==> src/rtl/arcade_input_pkg.sv <==
// Shared constants and types for the arcade input mapper: PS/2 set-2 scan codes,
// MiSTer joystick bit positions, rotation modes and the direction vector.
package arcade_input_pkg;

    localparam logic [7:0] SC_UP    = 8'h75;
    localparam logic [7:0] SC_DOWN  = 8'h72;
    localparam logic [7:0] SC_LEFT  = 8'h6B;
    localparam logic [7:0] SC_RIGHT = 8'h74;
    localparam logic [7:0] SC_SPACE = 8'h29;
    localparam logic [7:0] SC_CTRL  = 8'h14;
    localparam logic [7:0] SC_R     = 8'h2D;
    localparam logic [7:0] SC_F     = 8'h2B;
    localparam logic [7:0] SC_D     = 8'h23;
    localparam logic [7:0] SC_G     = 8'h34;
    localparam logic [7:0] SC_A     = 8'h1C;
    localparam logic [7:0] SC_F1    = 8'h05;
    localparam logic [7:0] SC_F2    = 8'h06;
    localparam logic [7:0] SC_5     = 8'h2E;
    localparam logic [7:0] SC_6     = 8'h36;

    localparam int JB_RIGHT    = 0;
    localparam int JB_LEFT     = 1;
    localparam int JB_DOWN     = 2;
    localparam int JB_UP       = 3;
    localparam int JB_FIRE     = 4;
    localparam int JB_START1   = 5;
    localparam int JB_START2   = 6;
    localparam int JB_COIN     = 7;
    localparam int JB_AUTOFIRE = 8;

    typedef enum logic [1:0] {
        ROT_NONE  = 2'd0,
        ROT_CW90  = 2'd1,
        ROT_180   = 2'd2,
        ROT_CCW90 = 2'd3
    } rotate_e;

    typedef enum logic [1:0] {
        COIN_IDLE  = 2'd0,
        COIN_PULSE = 2'd1,
        COIN_GAP   = 2'd2
    } coin_state_e;

    typedef struct packed {
        logic up;
        logic down;
        logic left;
        logic right;
    } dir_t;

    typedef struct packed {
        dir_t p1_dir;
        logic p1_fire_space;
        logic p1_fire_ctrl;
        dir_t p2_dir;
        logic p2_fire;
        logic start1;
        logic start2;
        logic coin1;
        logic coin2;
    } keys_t;

    // Takes joystick bits [3:0] = {U,D,L,R}.
    function automatic dir_t joy_dir(input logic [3:0] j);
        dir_t d;
        d.up    = j[JB_UP];
        d.down  = j[JB_DOWN];
        d.left  = j[JB_LEFT];
        d.right = j[JB_RIGHT];
        return d;
    endfunction

    function automatic dir_t rotate_dir(input dir_t d, input rotate_e r);
        dir_t o;
        case (r)
            ROT_CW90:  o = '{up: d.left,  down: d.right, left: d.down,  right: d.up};
            ROT_180:   o = '{up: d.down,  down: d.up,    left: d.right, right: d.left};
            ROT_CCW90: o = '{up: d.right, down: d.left,  left: d.up,    right: d.down};
            default:   o = d;
        endcase
        return o;
    endfunction

endpackage

==> src/rtl/arcade_coin_pulser.sv <==
// One coin channel: rising-edge request detect, saturating request queue and
// IDLE/PULSE/GAP timer that turns each queued request into a fixed-width pulse.
module arcade_coin_pulser
    import arcade_input_pkg::*;
#(
    parameter int PULSE_CYCLES = 2400000,
    parameter int GAP_CYCLES   = 2400000,
    parameter int QUEUE_MAX    = 3
) (
    input  logic clk_sys,
    input  logic reset,
    input  logic src,
    output logic coin
);

    localparam int TMAX = (PULSE_CYCLES > GAP_CYCLES) ? PULSE_CYCLES : GAP_CYCLES;
    localparam int CW   = $clog2(TMAX + 1);
    localparam int QW   = $clog2(QUEUE_MAX + 1);

    coin_state_e   state, state_next;
    logic [CW-1:0] cnt, cnt_next;
    logic [QW-1:0] queue, queue_next;
    logic          src_q;
    logic          req;
    logic          deq;

    assign req  = src & ~src_q;
    assign coin = (state == COIN_PULSE);

    always_comb begin
        state_next = state;
        cnt_next   = cnt;
        deq        = 1'b0;
        case (state)
            COIN_IDLE: begin
                if (queue != '0) begin
                    deq        = 1'b1;
                    state_next = COIN_PULSE;
                    cnt_next   = '0;
                end
            end
            COIN_PULSE: begin
                if (cnt == CW'(PULSE_CYCLES - 1)) begin
                    state_next = COIN_GAP;
                    cnt_next   = '0;
                end else begin
                    cnt_next = cnt + 1'b1;
                end
            end
            COIN_GAP: begin
                // A waiting request starts straight from the gap so back-to-back
                // pulses are separated by exactly GAP_CYCLES low cycles.
                if (cnt == CW'(GAP_CYCLES - 1)) begin
                    cnt_next = '0;
                    if (queue != '0) begin
                        deq        = 1'b1;
                        state_next = COIN_PULSE;
                    end else begin
                        state_next = COIN_IDLE;
                    end
                end else begin
                    cnt_next = cnt + 1'b1;
                end
            end
            default: state_next = COIN_IDLE;
        endcase

        queue_next = queue;
        if (req && !deq) begin
            if (queue != QW'(QUEUE_MAX))
                queue_next = queue + 1'b1;
        end else if (!req && deq) begin
            queue_next = queue - 1'b1;
        end
    end

    always_ff @(posedge clk_sys or posedge reset) begin
        if (reset) begin
            state <= COIN_IDLE;
            cnt   <= '0;
            queue <= '0;
            src_q <= 1'b0;
        end else begin
            state <= state_next;
            cnt   <= cnt_next;
            queue <= queue_next;
            src_q <= src;
        end
    end

endmodule

==> src/rtl/arcade_input_mapper.sv <==
// Arcade input front end: PS/2 keys + MiSTer joysticks -> rotated per-player controls,
// starts and queued coin pulses. Optional autofire: define ARCADE_INPUT_AUTOFIRE_EN.
module arcade_input_mapper
    import arcade_input_pkg::*;
#(
    parameter int NUM_PLAYERS       = 2,
    parameter int COIN_PULSE_CYCLES = 2400000,
    parameter int COIN_GAP_CYCLES   = 2400000,
    parameter int COIN_QUEUE_MAX    = 3,
    parameter int AUTOFIRE_DIV      = 1200000
) (
    input  logic        clk_sys,
    input  logic        reset,
    input  logic [10:0] ps2_key,
    input  logic [15:0] joystick_0,
    input  logic [15:0] joystick_1,
    input  logic [1:0]  rotate,
    output logic [3:0]  p1_dir,
    output logic        p1_fire,
    output logic [3:0]  p2_dir,
    output logic        p2_fire,
    output logic        start1,
    output logic        start2,
    output logic        coin1,
    output logic        coin2
);

    logic  primed, toggle_q, pressed;
    keys_t keys, keys_next;
    dir_t  p1_raw, p2_raw, p1_out, p2_out;
    logic  p1_fire_raw, p2_fire_raw;
    logic  [1:0] af_fire;
    logic  [1:0] coin_src, coin_out;
    logic  unused_bits;

    assign pressed     = ps2_key[9];
    assign unused_bits = ^{joystick_0[15:8], joystick_1[15:8]};

    // Key decode feeds the registered outputs directly so a key event shows up
    // on the outputs one cycle later, the same as a joystick change.
    always_comb begin
        keys_next = keys;
        if (primed && (ps2_key[10] != toggle_q)) begin
            case (ps2_key[7:0])
                SC_UP:    keys_next.p1_dir.up    = pressed;
                SC_DOWN:  keys_next.p1_dir.down  = pressed;
                SC_LEFT:  keys_next.p1_dir.left  = pressed;
                SC_RIGHT: keys_next.p1_dir.right = pressed;
                default: begin
                    if (!ps2_key[8]) begin
                        case (ps2_key[7:0])
                            SC_SPACE: keys_next.p1_fire_space = pressed;
                            SC_CTRL:  keys_next.p1_fire_ctrl  = pressed;
                            SC_R:     keys_next.p2_dir.up     = pressed;
                            SC_F:     keys_next.p2_dir.down   = pressed;
                            SC_D:     keys_next.p2_dir.left   = pressed;
                            SC_G:     keys_next.p2_dir.right  = pressed;
                            SC_A:     keys_next.p2_fire       = pressed;
                            SC_F1:    keys_next.start1        = pressed;
                            SC_F2:    keys_next.start2        = pressed;
                            SC_5:     keys_next.coin1         = pressed;
                            SC_6:     keys_next.coin2         = pressed;
                            default: ;
                        endcase
                    end
                end
            endcase
        end
    end

    always_ff @(posedge clk_sys or posedge reset) begin
        if (reset) begin
            primed   <= 1'b0;
            toggle_q <= 1'b0;
            keys     <= '0;
        end else begin
            primed   <= 1'b1;
            toggle_q <= ps2_key[10];
            keys     <= keys_next;
        end
    end

`ifdef ARCADE_INPUT_AUTOFIRE_EN
    localparam int AW = $clog2(AUTOFIRE_DIV + 1);

    logic [1:0]         af_btn, af_q, af_wave, af_wave_next;
    logic [1:0][AW-1:0] af_cnt, af_cnt_next;

    assign af_btn  = {joystick_1[JB_AUTOFIRE], joystick_0[JB_AUTOFIRE]};
    assign af_fire = af_btn & af_wave_next;

    // Pressing the button restarts the phase with the wave high, so fire is immediate.
    always_comb begin
        for (int p = 0; p < 2; p++) begin
            af_cnt_next[p]  = af_cnt[p] + 1'b1;
            af_wave_next[p] = af_wave[p];
            if (af_btn[p] && !af_q[p]) begin
                af_cnt_next[p]  = '0;
                af_wave_next[p] = 1'b1;
            end else if (af_cnt[p] == AW'(AUTOFIRE_DIV - 1)) begin
                af_cnt_next[p]  = '0;
                af_wave_next[p] = ~af_wave[p];
            end
        end
    end

    always_ff @(posedge clk_sys or posedge reset) begin
        if (reset) begin
            af_q    <= '0;
            af_wave <= '0;
            af_cnt  <= '0;
        end else begin
            af_q    <= af_btn;
            af_wave <= af_wave_next;
            af_cnt  <= af_cnt_next;
        end
    end
`else
    assign af_fire = '0;
`endif

    always_comb begin
        p1_raw      = dir_t'(keys_next.p1_dir | joy_dir(joystick_0[3:0]));
        p2_raw      = dir_t'(keys_next.p2_dir | joy_dir(joystick_1[3:0]));
        p1_fire_raw = keys_next.p1_fire_space | keys_next.p1_fire_ctrl
                    | joystick_0[JB_FIRE] | af_fire[0];
        p2_fire_raw = keys_next.p2_fire | joystick_1[JB_FIRE] | af_fire[1];
        p2_out      = '0;
        if (NUM_PLAYERS == 1) begin
            p1_raw      = dir_t'(p1_raw | p2_raw);
            p1_fire_raw = p1_fire_raw | p2_fire_raw;
            p2_fire_raw = 1'b0;
        end else begin
            p2_out = rotate_dir(p2_raw, rotate_e'(rotate));
        end
        p1_out = rotate_dir(p1_raw, rotate_e'(rotate));
    end

    always_ff @(posedge clk_sys or posedge reset) begin
        if (reset) begin
            p1_dir  <= '0;
            p1_fire <= 1'b0;
            p2_dir  <= '0;
            p2_fire <= 1'b0;
            start1  <= 1'b0;
            start2  <= 1'b0;
        end else begin
            p1_dir  <= p1_out;
            p1_fire <= p1_fire_raw;
            p2_dir  <= p2_out;
            p2_fire <= p2_fire_raw;
            start1  <= keys_next.start1 | joystick_0[JB_START1] | joystick_1[JB_START1];
            start2  <= keys_next.start2 | joystick_0[JB_START2] | joystick_1[JB_START2];
        end
    end

    // A coin button on either stick requests coin1; coin2 comes only from key '6'.
    assign coin_src[0] = keys_next.coin1 | joystick_0[JB_COIN] | joystick_1[JB_COIN];
    assign coin_src[1] = keys_next.coin2;

    for (genvar c = 0; c < 2; c++) begin : g_coin
        arcade_coin_pulser #(
            .PULSE_CYCLES (COIN_PULSE_CYCLES),
            .GAP_CYCLES   (COIN_GAP_CYCLES),
            .QUEUE_MAX    (COIN_QUEUE_MAX)
        ) u_pulser (
            .clk_sys (clk_sys),
            .reset   (reset),
            .src     (coin_src[c]),
            .coin    (coin_out[c])
        );
    end

    assign coin1 = coin_out[0];
    assign coin2 = coin_out[1];

endmodule
==> config.mk <==
export PLATFORM = sky130hd
export DESIGN_NAME = arcade_input_mapper
export DESIGN_NICKNAME = d
export VERILOG_FILES = /design/src/rtl/arcade_input_pkg.sv /design/src/rtl/arcade_coin_pulser.sv /design/src/rtl/arcade_input_mapper.sv
export SDC_FILE = /design/constraint.sdc
export NUM_CORES = 1
export LEC_CHECK = 0
export ABC_AREA = 1
export BUFFER_PORTS_ARGS = -buffer_cell sky130_fd_sc_hd__buf_2
export CORE_MARGIN = 1.5
export CORE_UTILIZATION = 35
export DETAILED_ROUTE_END_ITERATION = 12
export SLEW_MARGIN = 20
export SYNTH_ARGS = -nofsm -noshare
export SYNTH_HDL_FRONTEND = slang
export SYNTH_SLANG_ARGS = --single-unit
==> constraint.sdc <==
create_clock -name clk_sys -period 4.6 [get_ports clk_sys]
set_input_delay 0.23 -clock clk_sys [delete_from_list [all_inputs] [get_ports clk_sys]]
set_output_delay 0.23 -clock clk_sys [all_outputs]
set_load 0.05 [all_outputs]
==> summary.txt, run 1 <==
Clock network
  – Worst skew pair latency: 340 ps
  – Max Buffers Root-to-Sink: 2
  – # resized after CTS: 0
  – Root buffer cell: clkbuf_16
  – H-tree levels: 3
  – Total CTS buffers: 9
  – Clock sinks: 82
  – CTS tree: yes
  – Worst-path clk slew: 60 ps

Final layout
  – Fin nets: 750
  – Fillers: 1361
  – Layout cell share with drive strength beyond 1: 0.170
  – Fin util: 0.416
  – Combined area of the multi-input logic cells: 2350 um2
  – Most frequent cells in the layout: nand2_1 (149), inv_1 (97), dfrtp_1 (82)
  – Commonest non-fill, non-tap cell in the layout: nand2_1
  – Ant diodes: 0
  – Area Growth Syn to Fin: 14.6%
  – FF/Latch Area: 2050 um2
  – Finished Cell Area: 5570 um2

Die
  – Initial Utilization: 0.362
  – Die width: 121 um
  – Core area: 13400 um2
  – Die height: 121 um
  – Rows: 42
  – Die area: 14600 um2
  – I/O pin count: 61

Drt
  – Routed wl met2: 4.97 mm
  – DRT iter0 DRCs: 189
  – Vias: 4216
  – Metal-1 WL: 4.93 mm
  – Detail Route Antenna Nets: 0
  – Routed wire length: 10.4 mm
  – Drt first pass iters: 4
  – Via/cell ratio: 4.82
  – Wire length per cell: 11.9 um
  – Max Used Layer: met4
  – Met3 Wirelength: 359 um
  – Final routed DRC violation total: 0

Logic synthesis
  – Top FF cell, synth: dfrtp_1
  – Syn Inst Count: 641
  – Yosys cell types: 42
  – Seq/Total Area, Yosys: 0.422
  – Synth Area per Inst: 7.58 um2
  – Synthesized area: 4860 um2
  – Post-synth EDFFs: 0
  – Post-Syn Nets: 698
  – Ys Warns: 0
  – Async SR Flop Fraction: 1.00
  – Synthesis-stage register bit count: 82

Worst setup path
  – Critical path class: reg -> reg
  – CP required: 4830 ps
  – Critical Path End Type: flip-flop
  – Startpoint Class: flip-flop
  – Setup crit start: g_coin[0].u_pulser.state[0]$_DFFE_PP0P_
  – CP max FO: 11
  – Crit path arrival time: 2190 ps
  – Reg-to-reg startpoint: g_coin[0].u_pulser.state[0]$_DFFE_PP0P_

Place
  – Post-DP HPWL: 7.76 mm
  – Post-DP Area: 5260 um2
  – RePlAce Congestion: 0.864
  – I/O Buffers: 44

Power and ir drop
  – Pwr/cell area: 282 nW/um2
  – Clock Power Share: 0.457
  – VDD IR max: 0.139 mV
  – Combinational Power Share: 0.073
  – Final Total Pwr: 1570 uW
  – Sw Share: 0.245
  – Pleak: 0.00265 uW
  – Net switching power: 385 uW
  – Sequential Power Share: 0.470
  – Int Pwr: 1190 uW

Timing
  – Setup TNS: 0 ps
  – F_max: 511 MHz
  – Max-slew violations: 0
  – Final Hold Fails: 0
  – Final Critical Period: 1960 ps
  – Slew HR: 0.444
  – Worst-Margin Slew: 834 ps
  – Share of the clock period used by the worst path: 0.425
  – Unrepaired setup endpoints after global routing: false
  – Final Setup Violations: 0
  – Final setup skew: 5.85 ps

Global routing
  – Gr ovfl total: 0
  – First-pass GRT wire length: 18.2 mm
  – Initial antenna violation count: 0
  – Total GRT Usage: 0.154
  – Largest net degree at the start of global routing: 67
  – Vias in the first global route: 4071

Job
  – MaxCap Viol Count: 0

Run status
  – Status: completed

Min path
  – HP Class: in -> reg
  – Hold Crit Start: ps2_key[10]
## final timing paths
path | end | slack, ps | depth (start not counted)
worst max register to register | g_coin[0].u_pulser.cnt[15]$_DFFE_PP0P_ | 2640 | 10
worst max-delay path | g_coin[0].u_pulser.cnt[15]$_DFFE_PP0P_ | 2640 | 10
worst min-delay path | toggle_q$_DFF_PP0_ | 20 | 1
worst min register to register | g_coin[1].u_pulser.src_q$_DFF_PP0_ | 490 | 2
min in group asynchronous | start1$_DFF_PP0_ | 370 | 3
max in group asynchronous | g_coin[0].u_pulser.cnt[16]$_DFFE_PP0P_ | 3110 | 4
## cell families after synthesis
family                     after synthesis  synth area share
and+or+nand+nor                        367             0.370
buffers and inverters                  113            0.0938
DFF                                     82             0.422
AOI/OAI and AO/OA                       55            0.0636
xor gates and xnor gates                13            0.0234
adders and majority gates               10            0.0258
other                                    1          0.000772
## registers in the layout, indices dropped and copies added (netlist names)
name and count:
g_coin.u_pulser.cnt 44, keys 14, g_coin.u_pulser.queue 4, g_coin.u_pulser.state 4
p1_dir 4, p2_dir 4, g_coin.u_pulser.src_q 2, p1_fire 1
p2_fire 1, primed 1, start1 1, start2 1
toggle_q 1
## power groups by stage
| stage | Combinational, uW | Sequential [uW] | Clock [uW] |
|---|---|---|---|
| floorplan | 50.3 | 776 | 0 |
| global placement | 113 | 751 | 0 |
| detailed placement | 116 | 751 | 0 |
| CTS | 117 | 737 | 734 |
| global route | 129 | 738 | 770 |
| finish | 115 | 737 | 718 |
## layer usage
layer / vias to the layer above / GRT usage
met2: 67 / 0.262
met5: - / 0
met4: 0 / 0.0507
met3: 14 / 0.0330
li1: 2151 / -
met1: 1984 / 0.196
## through the flow
stage / setup WS (ps) / instances / hold WS [ps]
5_1_grt: 2480 / 874 / 10.1
2_1_floorplan: 2260 / 641 / 261
4_1_cts: 2660 / 874 / 14.2
3_3_place_gp: 2710 / 857 / 176
6_report: 2640 / 874 / 18.8
3_5_place_dp: 2660 / 857 / 182
## cell usage after synthesis, types with 9 or more instances
library cell  count  area (um2)
inv_2             9        33.8
a21oi_1          12        60.1
dfrtp_1          82        2050
inv_1            98         368
nand4_1          26         163
xor2_1           10        87.6
o21ai_0          22         110
nand2_2          10        62.6
ha_1             10         125
nand2_1         149         559
nor3_1           15        75.1
nand3_1          37         185
nor2_1           80         300
## final cells by class
cell class | instances | area share
clock buffers | 10 | 0.0411
clock inverters | 6 | 0.0121
inverters | 108 | 0.0739
multi-input cells | 446 | 0.422
flip-flops and latches | 82 | 0.369
well taps | 176 | 0.0396
repair buffers | 46 | 0.0427
## critical path: stages (launching register included)
cell     delay, ps
dfrtp_1        400
inv_1           90
ha_1           250
nand2_2        120
nand2_4        110
inv_2          240
nand2_4        120
nor4_4         250
nand2_2         90
o21ai_1        130
nor2_1          50
## timing repair
| action | 4_1_cts | 5_1_grt |
|---|---|---|
| setup endpoints to repair | 0 | 0 |
| hold endpoints to repair | 16 | 0 |
| hold buffers | 1 | 0 |
| buffers inserted | 0 | 0 |
Power figures use the tool's default switching activity.
==> run 2: changes to the inputs <==
Clock period 4.6 ns to 1.6 ns, I/O delays scaled along.
==> run 2 against run 1 <==
Net effect:
- the flow now finishes with violations (setup timing)
- critical endpoint is now g_coin[1].u_pulser.cnt[4]$_DFFE_PP0P_
- final area rose by 17%
- critical path type unchanged
- largest power group is now the clock network
- combinational power grew to 3.2 times the previous value
- largest cell class unchanged
- cell count up 7.7%
- hold slack got worse by 8.4 ps
==> summary.txt, run 2 (synthesized netlist as in run 1, its figures left out) <==
Die
  – Die height: 121 um
  – Core area: 13400 um2
  – Die width: 121 um
  – Rows: 42
  – Initial Utilization: 0.362
  – I/O pin count: 61
  – Die area: 14600 um2

Clock network
  – H-tree levels: 3
  – Max Buffers Root-to-Sink: 2
  – Worst-path clk slew: 60 ps
  – CTS tree: yes
  – Total CTS buffers: 9
  – Clock sinks: 82
  – Root buffer cell: clkbuf_16
  – Worst skew pair latency: 340 ps

Global routing
  – Total GRT Usage: 0.167
  – Vias in the first global route: 4393
  – First-pass GRT wire length: 19.7 mm
  – Largest net degree at the start of global routing: 31
  – Gr ovfl total: 0
  – Initial antenna violation count: 0

Drt
  – Vias: 4472
  – Detail Route Antenna Nets: 0
  – Metal-1 WL: 5.30 mm
  – Max Used Layer: met4
  – DRT iter0 DRCs: 228
  – Wire length per cell: 12.5 um
  – Via/cell ratio: 4.75
  – Final routed DRC violation total: 0
  – Met3 Wirelength: 358 um
  – Drt first pass iters: 4
  – Routed wire length: 11.7 mm
  – Routed wl met2: 5.89 mm

Power and ir drop
  – Net switching power: 1110 uW
  – Int Pwr: 3740 uW
  – Pwr/cell area: 744 nW/um2
  – Final Total Pwr: 4850 uW
  – Sw Share: 0.229
  – Sequential Power Share: 0.437
  – Clock Power Share: 0.486
  – Pleak: 0.00309 uW
  – Combinational Power Share: 0.076
  – VDD IR max: 0.538 mV

Final layout
  – Finished Layout Cells: 941
  – FF/Latch Area: 2050 um2
  – Max reg flops: 44
  – Largest register by flop count: g_coin.u_pulser.cnt
  – Combined area of the multi-input logic cells: 2640 um2
  – Ant diodes: 0
  – Top flop regs: g_coin.u_pulser.cnt: 44 flops, keys: 14 flops
  – Fin util: 0.487
  – Area Growth Syn to Fin: 34.3%
  – Finished Cell Area: 6520 um2
  – Fin nets: 818
  – Fillers: 1288
  – Commonest non-fill, non-tap cell in the layout: nand2_1
  – Most frequent cells in the layout: nand2_1 (133), inv_1 (90), dfrtp_1 (82)
  – Layout cell share with drive strength beyond 1: 0.319

Worst setup path
  – Critical path class: reg -> reg
  – CP required: 1830 ps
  – Crit path arrival time: 1840 ps
  – Critical Path End Type: flip-flop
  – CP max FO: 7
  – Startpoint Class: flip-flop

Place
  – I/O Buffers: 44
  – DP Worst Slack: -55.0 ps
  – RePlAce Congestion: 0.908
  – # placed instances: 903
  – Post-DP HPWL: 8.47 mm
  – Post-DP Area: 5650 um2

Timing
  – Worst-Margin Slew: 517 ps
  – Final Setup Violations: 4
  – Final Hold Fails: 0
  – Slew HR: 0.650
  – Final worst-path setup slack: -12.4 ps
  – Max-slew violations: 0
  – Unrepaired setup endpoints after global routing: true
  – Final Critical Period: 1610 ps
  – Share of the clock period used by the worst path: 1.01
  – F_max: 620 MHz
  – Final setup skew: 8.67 ps

Run status
  – Status: complete, but fails checks
  – Failing checks: setup timing

Min path
  – HP Class: in -> reg

Job
  – MaxCap Viol Count: 0
-- run 2: changes by cell type in the layout (fill, tap and decap cells not counted), sizes merged --
cell	before	now
buf	45	104
bufinv	1	3
clkbuf	10	11
clkinv	4	2
clkinvlp	2	1
dlygate4sd3	1	9
-- run 2: cell type report --
class                           instances  share of cell area
Clock buffer                           10              0.0351
Clock inverter                          5              0.0159
Inverter                              108              0.0662
Multi-Input combinational cell        446               0.404
Sequential cell                        82               0.315
Tap cell                              176              0.0338
Timing Repair Buffer                  114               0.130
-- run 2: worst paths after layout --
check,from,end,slack (ps),cells after the start
max,g_coin[1].u_pulser.cnt[0]$_DFFE_PP0P_,g_coin[1].u_pulser.cnt[4]$_DFFE_PP0P_,-10,9
min,joystick_0[7],g_coin[0].u_pulser.src_q$_DFF_PP0_,10,3
max reg2reg,g_coin[1].u_pulser.cnt[0]$_DFFE_PP0P_,g_coin[1].u_pulser.cnt[4]$_DFFE_PP0P_,-10,9
min reg2reg,keys[4]$_DFF_PP0_,keys[4]$_DFF_PP0_,510,2
max in group asynchronous,reset,p2_dir[0]$_DFF_PP0_,730,4
min in group asynchronous,reset,g_coin[1].u_pulser.state[1]$_DFFE_PP0P_,310,3
-- run 2: through the flow --
step                hold WS [ps]  TNS [ps]
finish                      10.4     -27.4
global route                31.5     -2110
CTS                        0.300         0
detailed placement           138      -520
global placement             129     -11.1
floorplan                    111         0
-- run 2: power by group through the flow --
stage	clock (uW)	combinational, uW	sequential (uW)
6_report	2360	371	2120
4_1_cts	2400	369	2120
2_1_floorplan	0	145	2230
3_3_place_gp	0	337	2160
5_1_grt	2490	416	2120
3_5_place_dp	0	346	2160
-- run 2: metal layers --
layer	GRT usage	vias up
met5	0	-
met4	0.0632	0
met3	0.0245	13
met2	0.287	87
met1	0.212	2085
li1	-	2287
-- run 2: worst max-delay path, stage by stage, from the launching register on --
cell,delay (ps)
dfrtp_1,370
ha_2,200
nand2_2,70
nor3_4,210
nand3_2,160
nand2_2,140
nand2_4,80
inv_8,90
clkbuf_16,150
nor2_2,30
-- run 2: what timing repair did --
action / 4_1_cts / 5_1_grt
resized for setup: 11 / 93
setup buffers: 3 / 10
setup endpoints to repair: 25 / 62
pin swaps: 2 / 23
cloned: 0 / 1
hold buffers: 9 / 0
hold endpoints to repair: 23 / 0
==> run 3: changes to the inputs <==
Settings changed: CORE_UTILIZATION 35 to 45, PLACE_DENSITY from default to 0.68, REMOVE_ABC_BUFFERS from default to 1.
==> run 3 against run 2 <==
Net effect:
- the flow still finishes with violations (setup timing)
- highest routed layer unchanged
- largest power group is now sequential cells
- clock skew rose by 2.1 ps
- final area decreased by 2.0%
- largest cell class unchanged
- cell count is 3.8% lower
- non-clock buffer count up 3
- global-route usage increased by 4.0 points
==> summary.txt, run 3 (synthesized netlist as in run 1, its figures left out) <==
Run status
  – Status: complete, but fails checks
  – Failing checks: setup timing

Worst setup path
  – Crit path cell chain: inv_2, ha_4, nand2_4, nand2_4, buf_4, nor4_1, buf_4, xnor2_1, nor2_1
  – CP max FO: 4
  – Delay-heaviest family, CP: simple AND/OR/NAND/NOR gates
  – Crit path arrival time: 1900 ps
  – Critical path class: reg -> reg
  – Critical Path End Type: flip-flop
  – Reg-to-reg startpoint: g_coin[1].u_pulser.state[0]$_DFFE_PP0P_
  – Setup crit start: g_coin[1].u_pulser.state[0]$_DFFE_PP0P_
  – CP required: 1840 ps
  – Startpoint Class: flip-flop
  – Critical-path top delay cell: dfrtp_1
  – Worst path max stage delay: 400 ps
  – Bufs and invs on worst path: 3

Timing
  – Max-slew violations: 0
  – Hold Slack: 70.7 ps
  – Share of the clock period used by the worst path: 1.04
  – Final setup skew: 10.8 ps
  – Final Setup Violations: 19
  – Final Critical Period: 1660 ps
  – Unrepaired setup endpoints after global routing: true
  – Final Hold Fails: 0
  – Worst-Margin Slew: 525 ps
  – F_max: 602 MHz
  – Slew HR: 0.647
  – Final worst-path setup slack: -61.2 ps

Final layout
  – Finished Cell Area: 6390 um2
  – Fin nets: 821
  – Fin util: 0.614
  – Commonest non-fill, non-tap cell in the layout: nand2_1
  – Top flop regs: g_coin.u_pulser.cnt: 44 flops, keys: 14 flops
  – Most frequent cells in the layout: nand2_1 (128), inv_1 (88), dfrtp_1 (81)
  – Area Growth Syn to Fin: 31.6%
  – Largest register by flop count: g_coin.u_pulser.cnt
  – Fillers: 856
  – Layout cell share with drive strength beyond 1: 0.320
  – Ant diodes: 0
  – Finished Layout Cells: 905
  – Max reg flops: 44

Clock network
  – Total CTS buffers: 9
  – Max Buffers Root-to-Sink: 2
  – Worst skew pair latency: 360 ps
  – Clock sinks: 82
  – CTS tree: yes
  – Worst-path clk slew: 90 ps
  – Root buffer cell: clkbuf_8
  – H-tree levels: 3

Drt
  – Drt first pass iters: 4
  – Wire length per cell: 12.9 um
  – Detail Route Antenna Nets: 0
  – Via/cell ratio: 5.04
  – Vias: 4557
  – Final routed DRC violation total: 0
  – Routed wire length: 11.7 mm
  – DRT iter0 DRCs: 229

Global routing
  – Total GRT Usage: 0.207
  – Gr ovfl total: 0
  – Vias in the first global route: 4407
  – Initial antenna violation count: 0
  – First-pass GRT wire length: 19.0 mm
  – Largest net degree at the start of global routing: 33

Place
  – Post-DP Area: 5560 um2
  – Post-DP HPWL: 8.17 mm
  – # placed instances: 859
  – RePlAce Congestion: 0.892
  – I/O Buffers: 44

Power and ir drop
  – Pleak: 0.00309 uW
  – Final Total Pwr: 4320 uW
  – VDD IR max: 0.462 mV
  – Pwr/cell area: 676 nW/um2

Die
  – Die area: 11400 um2
  – Die width: 107 um
  – I/O pin count: 61
  – Die height: 107 um
  – Core area: 10400 um2
  – Rows: 37
  – Initial Utilization: 0.466

Job
  – MaxCap Viol Count: 0

Min path
  – HP Class: in -> reg
  – Hold Crit Start: joystick_0[3]
-- run 3: changes by cell type in the layout (fill, tap and decap cells not counted), sizes merged --
cell,change
clkbuf,+4
buf,+1
bufinv,-1
clkinv,+1
clkinvlp,-1
dlygate4sd3,+1
inv,-1
-- run 3: worst register-to-register path: cells and delay by family, from the launching register on --
kind / cells / cell delay (ps)
and+or+nand+nor: 4 / 430
DFF: 1 / 400
buffers and inverters: 3 / 390
adders and majority gates: 1 / 170
xor gates and xnor gates: 1 / 140
-- run 3: timing repair --
item / 4_1_cts / 5_1_grt
buffers inserted: 6 / 14
endpoints found under the hold margin: 29 / 0
hold buffers: 10 / 0
gates cloned: 0 / 1
setup endpoints to repair: 27 / 62
pin swaps: 8 / 35
gates resized for setup: 18 / 80
-- run 3: routing by layer --
| layer | part of all wire | routed length [um] | global-route usage | vias to the layer above |
|---|---|---|---|---|
| met4 | 0.014 | 164 | 0.0714 | 0 |
| met2 | 0.52 | 6100 | 0.368 | 114 |
| met1 | 0.43 | 4990 | 0.256 | 2128 |
| met3 | 0.036 | 420 | 0.0316 | 17 |
| li1 | - | - | - | 2298 |
| met5 | 0 | 0 | 0 | - |
-- run 3: power by group --
group | switching [uW] | total (uW) | internal (uW)
clock network | 772 | 1820 | 1050
logic | 260 | 378 | 118
registers | 12.5 | 2120 | 2110
-- run 3: per-stage QoR --
stage / setup WS, ps / setup TNS [ps]
2_1_floorplan: -588 / -48360
3_3_place_gp: 17.3 / 0
3_5_place_dp: -52.7 / -683
4_1_cts: 0.460 / 0
5_1_grt: -148 / -3060
6_report: -61.2 / -345
-- run 3: worst paths after layout --
check | slack [ps] | cells after the start | to
worst min-delay path | 70 | 5 | p1_dir[1]$_DFF_PP0_
min in group asynchronous | 270 | 3 | start1$_DFF_PP0_
max in group asynchronous | 800 | 4 | g_coin[0].u_pulser.cnt[8]$_DFFE_PP0P_
worst max-delay path | -60 | 9 | g_coin[1].u_pulser.cnt[8]$_DFFE_PP0P_
worst max register to register | -60 | 9 | g_coin[1].u_pulser.cnt[8]$_DFFE_PP0P_
worst min register to register | 500 | 2 | g_coin[1].u_pulser.src_q$_DFF_PP0_
-- run 3: layout make-up --
type                    instances  area, um2  share of cell area
clock buffers                  13        179              0.0280
clock inverters                 3       68.8              0.0108
inverters                     108        429              0.0671
multi-input cells             446       2630               0.412
flip-flops and latches         82       2050               0.321
well taps                     136        170              0.0266
repair buffers                117        861               0.135
